==> src/rtl/alu_pkg.sv <==
// Shared ALU definitions: control codes, RV32I opcodes and the issue payload layout.
// Imported by the decoder and the issue-stage skid buffer.
package alu_pkg;

    localparam logic [3:0] ALU_ADD  = 4'b0000;
    localparam logic [3:0] ALU_SUB  = 4'b0001;
    localparam logic [3:0] ALU_AND  = 4'b0010;
    localparam logic [3:0] ALU_OR   = 4'b0011;
    localparam logic [3:0] ALU_XOR  = 4'b0100;
    localparam logic [3:0] ALU_SLL  = 4'b0101;
    localparam logic [3:0] ALU_SRL  = 4'b0110;
    localparam logic [3:0] ALU_SRA  = 4'b0111;
    localparam logic [3:0] ALU_SLT  = 4'b1000;
    localparam logic [3:0] ALU_SLTU = 4'b1001;

    localparam logic [6:0] OPC_OP    = 7'b0110011;
    localparam logic [6:0] OPC_OPIMM = 7'b0010011;
    localparam logic [6:0] OPC_LUI   = 7'b0110111;
    localparam logic [6:0] OPC_AUIPC = 7'b0010111;

    localparam logic [6:0] F7_BASE = 7'b0000000;
    localparam logic [6:0] F7_ALT  = 7'b0100000;

    localparam int unsigned ISSUE_PAYLOAD_W = 32 + 32 + 4 + 5 + 1 + 1;

    typedef struct packed {
        logic [31:0] rs1;
        logic [31:0] rs2;
        logic [3:0]  ctrl;
        logic [4:0]  rd;
        logic        wb_en;
        logic        illegal;
    } issue_payload_t;

    // funct3 -> ALU op for the base (f7 == 0) encodings shared by OP and OP-IMM
    function automatic logic [3:0] f3_base_ctrl(input logic [2:0] f3);
        logic [3:0] c;
        case (f3)
            3'b000:  c = ALU_ADD;
            3'b001:  c = ALU_SLL;
            3'b010:  c = ALU_SLT;
            3'b011:  c = ALU_SLTU;
            3'b100:  c = ALU_XOR;
            3'b101:  c = ALU_SRL;
            3'b110:  c = ALU_OR;
            default: c = ALU_AND;
        endcase
        return c;
    endfunction

endpackage

==> src/rtl/alu_ctrl_decode32.sv <==
// Combinational RV32I ALU decoder: instruction, pc and register operands -> issue payload.
// Illegal instructions produce a zeroed operand/ctrl payload with illegal set.
module alu_ctrl_decode32
    import alu_pkg::*;
#(
    parameter int unsigned XLEN = 32
) (
    input  logic [31:0]     instr,
    input  logic [XLEN-1:0] pc,
    input  logic [XLEN-1:0] rs1_data,
    input  logic [XLEN-1:0] rs2_data,
    output issue_payload_t  payload
);

    logic [6:0]  opcode;
    logic [2:0]  f3;
    logic [6:0]  f7;
    logic [4:0]  rd_f;
    logic [31:0] imm_i;
    logic [31:0] imm_u;
    logic [31:0] shamt;

    assign opcode = instr[6:0];
    assign f3     = instr[14:12];
    assign f7     = instr[31:25];
    assign rd_f   = instr[11:7];
    assign imm_i  = {{20{instr[31]}}, instr[31:20]};
    assign imm_u  = {instr[31:12], 12'b0};
    assign shamt  = {27'b0, instr[24:20]};

    logic        legal;
    logic [3:0]  ctrl;
    logic [31:0] op_a;
    logic [31:0] op_b;

    always_comb begin
        legal = 1'b0;
        ctrl  = ALU_ADD;
        op_a  = '0;
        op_b  = '0;
        case (opcode)
            OPC_OP: begin
                op_a = rs1_data;
                op_b = rs2_data;
                if (f7 == F7_BASE) begin
                    legal = 1'b1;
                    ctrl  = f3_base_ctrl(f3);
                end else if (f7 == F7_ALT && f3 == 3'b000) begin
                    legal = 1'b1;
                    ctrl  = ALU_SUB;
                end else if (f7 == F7_ALT && f3 == 3'b101) begin
                    legal = 1'b1;
                    ctrl  = ALU_SRA;
                end
            end
            OPC_OPIMM: begin
                op_a = rs1_data;
                op_b = imm_i;
                ctrl = f3_base_ctrl(f3);
                if (f3 == 3'b001) begin
                    op_b  = shamt;
                    legal = (f7 == F7_BASE);
                end else if (f3 == 3'b101) begin
                    op_b  = shamt;
                    legal = (f7 == F7_BASE) || (f7 == F7_ALT);
                    ctrl  = (f7 == F7_ALT) ? ALU_SRA : ALU_SRL;
                end else begin
                    legal = 1'b1;
                end
            end
            OPC_LUI: begin
                legal = 1'b1;
                op_b  = imm_u;
            end
            OPC_AUIPC: begin
                legal = 1'b1;
                op_a  = pc;
                op_b  = imm_u;
            end
            default: legal = 1'b0;
        endcase

        payload.rs1     = legal ? op_a : '0;
        payload.rs2     = legal ? op_b : '0;
        payload.ctrl    = legal ? ctrl : ALU_ADD;
        payload.rd      = rd_f;
        payload.wb_en   = legal && (rd_f != 5'd0);
        payload.illegal = !legal;
    end

endmodule

==> src/rtl/alu_issue_decode32.sv <==
// ALU issue stage: decodes RV32I ALU instructions and issues them to EX through a
// 2-entry skid buffer, giving a registered in_ready at full throughput.
module alu_issue_decode32
    import alu_pkg::*;
#(
    parameter int unsigned XLEN       = 32,
    parameter bit          DROP_ILLEG = 1'b0
) (
    input  logic            clk,
    input  logic            rst,
    input  logic            flush,
    input  logic            in_valid,
    output logic            in_ready,
    input  logic [31:0]     instr,
    input  logic [XLEN-1:0] pc,
    input  logic [XLEN-1:0] rs1_data,
    input  logic [XLEN-1:0] rs2_data,
    output logic            out_valid,
    input  logic            out_ready,
    output logic [XLEN-1:0] alu_rs1,
    output logic [XLEN-1:0] alu_rs2,
    output logic [3:0]      alu_ctrl,
    output logic [4:0]      rd,
    output logic            wb_en,
    output logic            illegal
);

    typedef enum logic [1:0] {
        ST_EMPTY,
        ST_ONE,
        ST_TWO
    } buf_state_t;

    buf_state_t     state_q, state_d;
    issue_payload_t dec;
    issue_payload_t out_q;
    issue_payload_t skid_q;
    logic           in_ready_q;

    alu_ctrl_decode32 #(
        .XLEN(XLEN)
    ) u_decode (
        .instr   (instr),
        .pc      (pc),
        .rs1_data(rs1_data),
        .rs2_data(rs2_data),
        .payload (dec)
    );

    logic accept;
    logic drain;
    logic load_out;
    logic load_skid;
    logic skid_to_out;

    // A dropped illegal instruction still completes the input handshake but loads nothing
    assign accept = in_valid && in_ready_q && !(DROP_ILLEG && dec.illegal);
    assign drain  = (state_q != ST_EMPTY) && out_ready;

    always_comb begin
        state_d     = state_q;
        load_out    = 1'b0;
        load_skid   = 1'b0;
        skid_to_out = 1'b0;
        case (state_q)
            ST_EMPTY: begin
                if (accept) begin
                    state_d  = ST_ONE;
                    load_out = 1'b1;
                end
            end
            ST_ONE: begin
                if (accept && drain) begin
                    load_out = 1'b1;
                end else if (accept) begin
                    state_d   = ST_TWO;
                    load_skid = 1'b1;
                end else if (drain) begin
                    state_d = ST_EMPTY;
                end
            end
            ST_TWO: begin
                if (drain) begin
                    state_d     = ST_ONE;
                    skid_to_out = 1'b1;
                end
            end
            default: state_d = ST_EMPTY;
        endcase
        if (flush) begin
            state_d     = ST_EMPTY;
            load_out    = 1'b0;
            load_skid   = 1'b0;
            skid_to_out = 1'b0;
        end
    end

    always_ff @(posedge clk) begin
        if (rst) begin
            state_q    <= ST_EMPTY;
            in_ready_q <= 1'b1;
            out_q      <= '0;
            skid_q     <= '0;
        end else begin
            state_q    <= state_d;
            in_ready_q <= (state_d != ST_TWO);
            if (load_out) begin
                out_q <= dec;
            end else if (skid_to_out) begin
                out_q <= skid_q;
            end
            if (load_skid) begin
                skid_q <= dec;
            end
        end
    end

    assign in_ready  = in_ready_q;
    assign out_valid = (state_q != ST_EMPTY);
    assign alu_rs1   = out_q.rs1;
    assign alu_rs2   = out_q.rs2;
    assign alu_ctrl  = out_q.ctrl;
    assign rd        = out_q.rd;
    assign wb_en     = out_q.wb_en;
    assign illegal   = out_q.illegal;

endmodule

==> config.mk <==
export PLATFORM = sky130hd
export DESIGN_NAME = alu_issue_decode32
export DESIGN_NICKNAME = d
export VERILOG_FILES = /design/src/rtl/alu_pkg.sv /design/src/rtl/alu_ctrl_decode32.sv /design/src/rtl/alu_issue_decode32.sv
export SDC_FILE = /design/constraint.sdc
export NUM_CORES = 1
export LEC_CHECK = 0
export BUFFER_PORTS_ARGS = -buffer_cell sky130_fd_sc_hd__buf_2
export CORE_MARGIN = 2
export CORE_UTILIZATION = 53
export DETAILED_ROUTE_END_ITERATION = 10
export HOLD_SLACK_MARGIN = 0.05
export PLACE_DENSITY_LB_ADDON = 0.08
export SLEW_MARGIN = 0
export SYNTH_ARGS = -nofsm -noshare
export SYNTH_HDL_FRONTEND = slang
export SYNTH_HIERARCHICAL = 1
export SYNTH_SLANG_ARGS = --single-unit
==> constraint.sdc <==
create_clock -name clk -period 2.6 [get_ports clk]
set_clock_uncertainty 0.2 [all_clocks]
set_input_delay 0.26 -clock clk [delete_from_list [all_inputs] [get_ports clk]]
set_output_delay 0.26 -clock clk [all_outputs]
set_load 0.01 [all_outputs]
# Word-level counts from Yosys, hierarchy flattened
# Cells that the tools add are included.
# totals
register_bits	153
out_inout_bits	77
# op_classes
n_eq_ne	14
muxes	41
reduce_logical	16
# op_table
op	n
two-way mux 75 bit	2
two-way mux 32 bit	4
one-hot mux 32 bit (3 select lines)	1
one-hot mux 32 bit (2 select lines)	1
one-hot mux 4 bit (7 select lines)	1
one-hot mux 4 bit (6 select lines)	1
equality test 7 x 6 -> 1 bit, second input constant	3
two-way mux 4 bit	5
two-way mux 1 bit	15
equality test 7 x 5 -> 1 bit, second input constant	2
two-way mux 2 bit	6
equality test 3 bit, second input constant	3
one-hot mux 4 bit (2 select lines)	1
zero test 7 bit	1
equality test 3 x 2 -> 1 bit, second input constant	2
logical AND 1 bit	6
one-hot mux 2 bit (3 select lines)	1
nonzero test 5 bit	1
nonzero test 2 bit	2
OR reduction 2 bit	2
equality test 3 x 1 -> 1 bit, second input constant	1
zero test 3 bit	1
two-way mux 3 bit	1
one-hot mux 1 bit (3 select lines)	1
7 further kinds	7

# Longest topological paths before layout
# logic_depth
word_depth	8
ltp_mapped	8
mapped_depth_nobuf	6

# Hierarchy
# The synthesis kept the hierarchy.
# by_module_without_submodules
mod	instances	cells_each	area_per_inst_um2	seq_area_each_um2
alu_issue_decode32	1	762	6411.1	3062.9
alu_ctrl_decode32	1	201	1341.3	0.0

# Worst setup path before layout
# Ideal clock, no wire load.
# synth_timing
path_type	input -> register
startpoint	in instr[3]
endpoint	reg out_q, in the netlist alu_ctrl[3]
arrival_ns	1.726
required_ns	2.311
path_slack_ns	0.585
cell_stages	7
path_buffers	2
cell_sequence	nand4b_1 -> or3_1 -> clkbuf_1 -> clkbuf_1 -> a2111oi_1 -> nor2_1 -> a311oi_2
# synth_lines
element	line	rtl
start, declared	alu_issue_decode32.sv:14	input logic [31:0] instr,
end signal, assigned	alu_issue_decode32.sv:110	out_q <= skid_q;
end, declared	alu_issue_decode32.sv:36	issue_payload_t out_q;

# Final worst setup path
# layout_timing
startpoint	in flush
endpoint	reg out_q, in the netlist rd[2]
# layout_via
elab_chain_len	2
word_cells_on_any_way	4
cone_classes	mux (3); reduce/logical (1)
# layout_rtl
element	line	rtl
start, declared	alu_issue_decode32.sv:11	input logic flush,
two-way mux 1 bit	alu_issue_decode32.sv:90	if (flush) begin
two-way mux 75 bit or nonzero test 2 bit (tied branches)	--	
# Several ways; a longest one is shown, not always the timed one.
# A chain may end at the register's enable or synchronous reset.

==> flow_summary.ini <==
[clocking]
cts_made_buffers = 17
clockBufferDepth = 2
post_cts_buffers = 0
clk_pin_slew_ns = 0.06
h-tree-depth = 4
cts_tree = yes
ctsResizeCount = 0
clkLatencyLatePin_ns = 0.42
hold_buffers = 28
cts_sinks = 153
clockRootBuffer = clkbuf_16

[worst_hold_path]
hold_end = skid_q[61]$_SDFFE_PP0P_
hp-class = input port to flop
holdPathStages = 4
holdCritStartpoint = rs1_data[18]

[placed_design]
place_inst = 1286
pre_cts_slack_ns = 0.195
port_buffers = 209
post_dp_cell_area_mm2 = 0.00890
gp_congestion = 0.860
dp_hpwl_um = 14100

[synth]
ys_async_sr_fraction_pct = 0
synth_top_area_share_pct = 39.5
synthCells = 963
avgSynthCellArea_um2 = 8.05
synthFlopType = dfxtp_1
synth-seq-area-share_pct = 39.5
yosysMostFrequentCell = nand2_1
synth_edf_count = 0
yosys_warnings = 6
synthesis.nets = 1096
ys_top_cells_by_area = dfxtp_1, nand2_1, a311oi_2
synth_area_mm2 = 0.00775
yosys.area.top_type = dfxtp_1
yosys-top-cells-count = nand2_1, dfxtp_1, a21oi_1, nor2_1, a311oi_2
yosysUniqueCellTypes = 49
ys_ff_latch = 153

[power_and_ir_drop]
ir_drop_mv = 0.415
p_sw_w = 0.00143
power_density_mw_per_mm2 = 565
p_sw_share_pct = 26.1
total_power_w = 0.00550
p_clk_share_pct = 42.3
p_seq_share_pct = 44.8
combPwrFrac_pct = 12.9
intPower_w = 0.00406
p_leak_nw = 3.75

[detailed_routing]
avgViaCountPerCell = 5.72
vias = 7699
wl_um = 22400
drc_errors = 0
firstDrtPassIters = 5
drtIter0Drc = 770
ant_nets = 0
avgRoutedWirePerCell_um = 16.7

[run_status]
status = completed

[critical_path]
startpoint_type = input port
worstSetupPathType = input port to flop
required_ns = 2.68
reg2regPathDepth = 5
cp.arrival_ns = 2.31
rr_endpoint = rd[2]$_SDFFE_PP0P_
worstSetupEndpointType = flop
r2r_start = state_q[0]$_SDFF_PP0_
regToRegSetupSlack_ns = 0.44
path_max_fanout = 48

[global_route]
grt_remaining_overflow = 0
grt_usage_pct = 28.2
grt_pass1_wl_um = 36000
grt_max_degree = 66
antenna_found_initial = 0
grt_pass1_vias = 7139

[finish]
diodes = 0
fin_area_mm2 = 0.00973
final_nets = 1282
syn_to_final_growth_pct = 25.5
instances_no_fill = 1345
drive_above_1_share_pct = 30.3

[sta]
slew_headroom_pct = 52.7
worst_pin_slew_ns = 0.708
rsz0062_at_grt = false
fin_setup_tns_ns = 0
hold_viol = 0
setup_viol = 0
fmax_mhz = 448
finalCritPeriodShare_pct = 85.8
worst_slack_ns = 0.369
min_period_ns = 2.23
finalMaxSlewViolations = 0

[floorplan]
die_h_um = 125
core_mm2 = 0.0144
die_area_mm2 = 0.0156
initial_core_util_pct = 53.7
die-width_um = 125
io-pin-count = 210
rows = 44

[run]
drv_cap = 0
-- cell usage in the layout (no fill, tap or decap), types with 2 or more instances in the layout --
cell,Yosys,routed
dlygate4sd3_1,0,28
buf_4,8,25
a311oi_2,70,70
nor3_4,0,2
clkinv_2,0,3
buf_12,0,7
a311oi_1,6,6
dfxtp_1,153,153
a211o_1,2,2
nor3_1,15,15
a22o_1,19,19
nand3b_1,2,2
nand2b_1,4,4
mux2i_1,7,7
nor2_1,82,81
nor3b_1,6,6
buf_2,27,208
a21oi_1,103,103
clkinvlp_4,0,5
a32o_1,32,32
nand3_1,2,2
nor2b_1,2,2
clkbuf_16,0,17
clkbuf_1,59,2
nand2_1,324,324
-- metrics by stage --
| stage | hold WS (ns) | utilization, % |
|---|---|---|
| 4_1_cts | 0.0505 | 67.4 |
| 6_report | 0.0642 | 67.4 |
| 3_3_place_gp | 0.242 | 61.7 |
| 2_1_floorplan | 0.137 | - |
| 5_1_grt | 0.0808 | 67.4 |
| 3_5_place_dp | 0.247 | 61.7 |
-- power groups by stage --
stage | clock network [W] | registers (W) | logic (W)
final | 0.00233 | 0.00246 | 0.000708
after global routing | 0.00245 | 0.00247 | 0.000767
after CTS | 0.00236 | 0.00246 | 0.000707
after detailed placement | 0 | 0.00251 | 0.000672
after global placement | 0 | 0.00251 | 0.000667
after floorplan | 0 | 0.00254 | 0.000366
-- cell type report --
class,count,area [um2]
clock buffers,20,447
clock inverters,11,100
fillers,1257,4700
inverters,1,3.75
multi-input cells,707,4220
flip-flops and latches,153,3060
well taps,184,230
repair buffers,269,1660
-- layer usage --
layer | vias to the layer above | GRT usage, % | part of all wire (%)
met2 | 297 | 45.5 | 47
li1 | 3758 | - | -
met1 | 3608 | 38.2 | 44
met5 | - | 0 | 0
met4 | 0 | 10.3 | 2.0
met3 | 36 | 5.18 | 6.6
-- kinds of logic after synthesis --
logic type | Yosys count | synth area share, %
and+or+nand+nor | 454 | 24.0
AOI/OAI and AO/OA | 245 | 28.8
DFF | 153 | 39.5
buffers and inverters | 103 | 6.58
muxes | 7 | 0.904
xor gates and xnor gates | 1 | 0.113
-- worst max-delay path: stages --
cell and delay, ns:
dlygate4sd3_1 0.53, buf_2 0.19, or4_4 0.77, buf_12 0.29, nor2_1 0.18, a311oi_2 0.07
-- registers in the layout, summed over array words and instances (netlist names) --
signal	cells
skid_q	75
state_q	2
rd	5
alu_ctrl	4
illegal	1
in_ready	1
alu_rs1	32
alu_rs2	32
wb_en	1
-- how the worst max path moves through the flow --
stage,start,cells after the start,slack [ns],endpoint
detailed placement,instr[25],8,0.19,alu_rs1[16]$_SDFFE_PP0P_
global placement,instr[25],8,0.14,alu_ctrl[1]$_SDFFE_PP0P_
floorplan,instr[3],7,0.59,alu_ctrl[3]$_SDFFE_PP0P_
finish,flush,6,0.37,rd[2]$_SDFFE_PP0P_
global route,flush,6,0.29,rd[2]$_SDFFE_PP0P_
CTS,flush,6,0.39,rd[2]$_SDFFE_PP0P_
(Power assumes the default switching activity.)
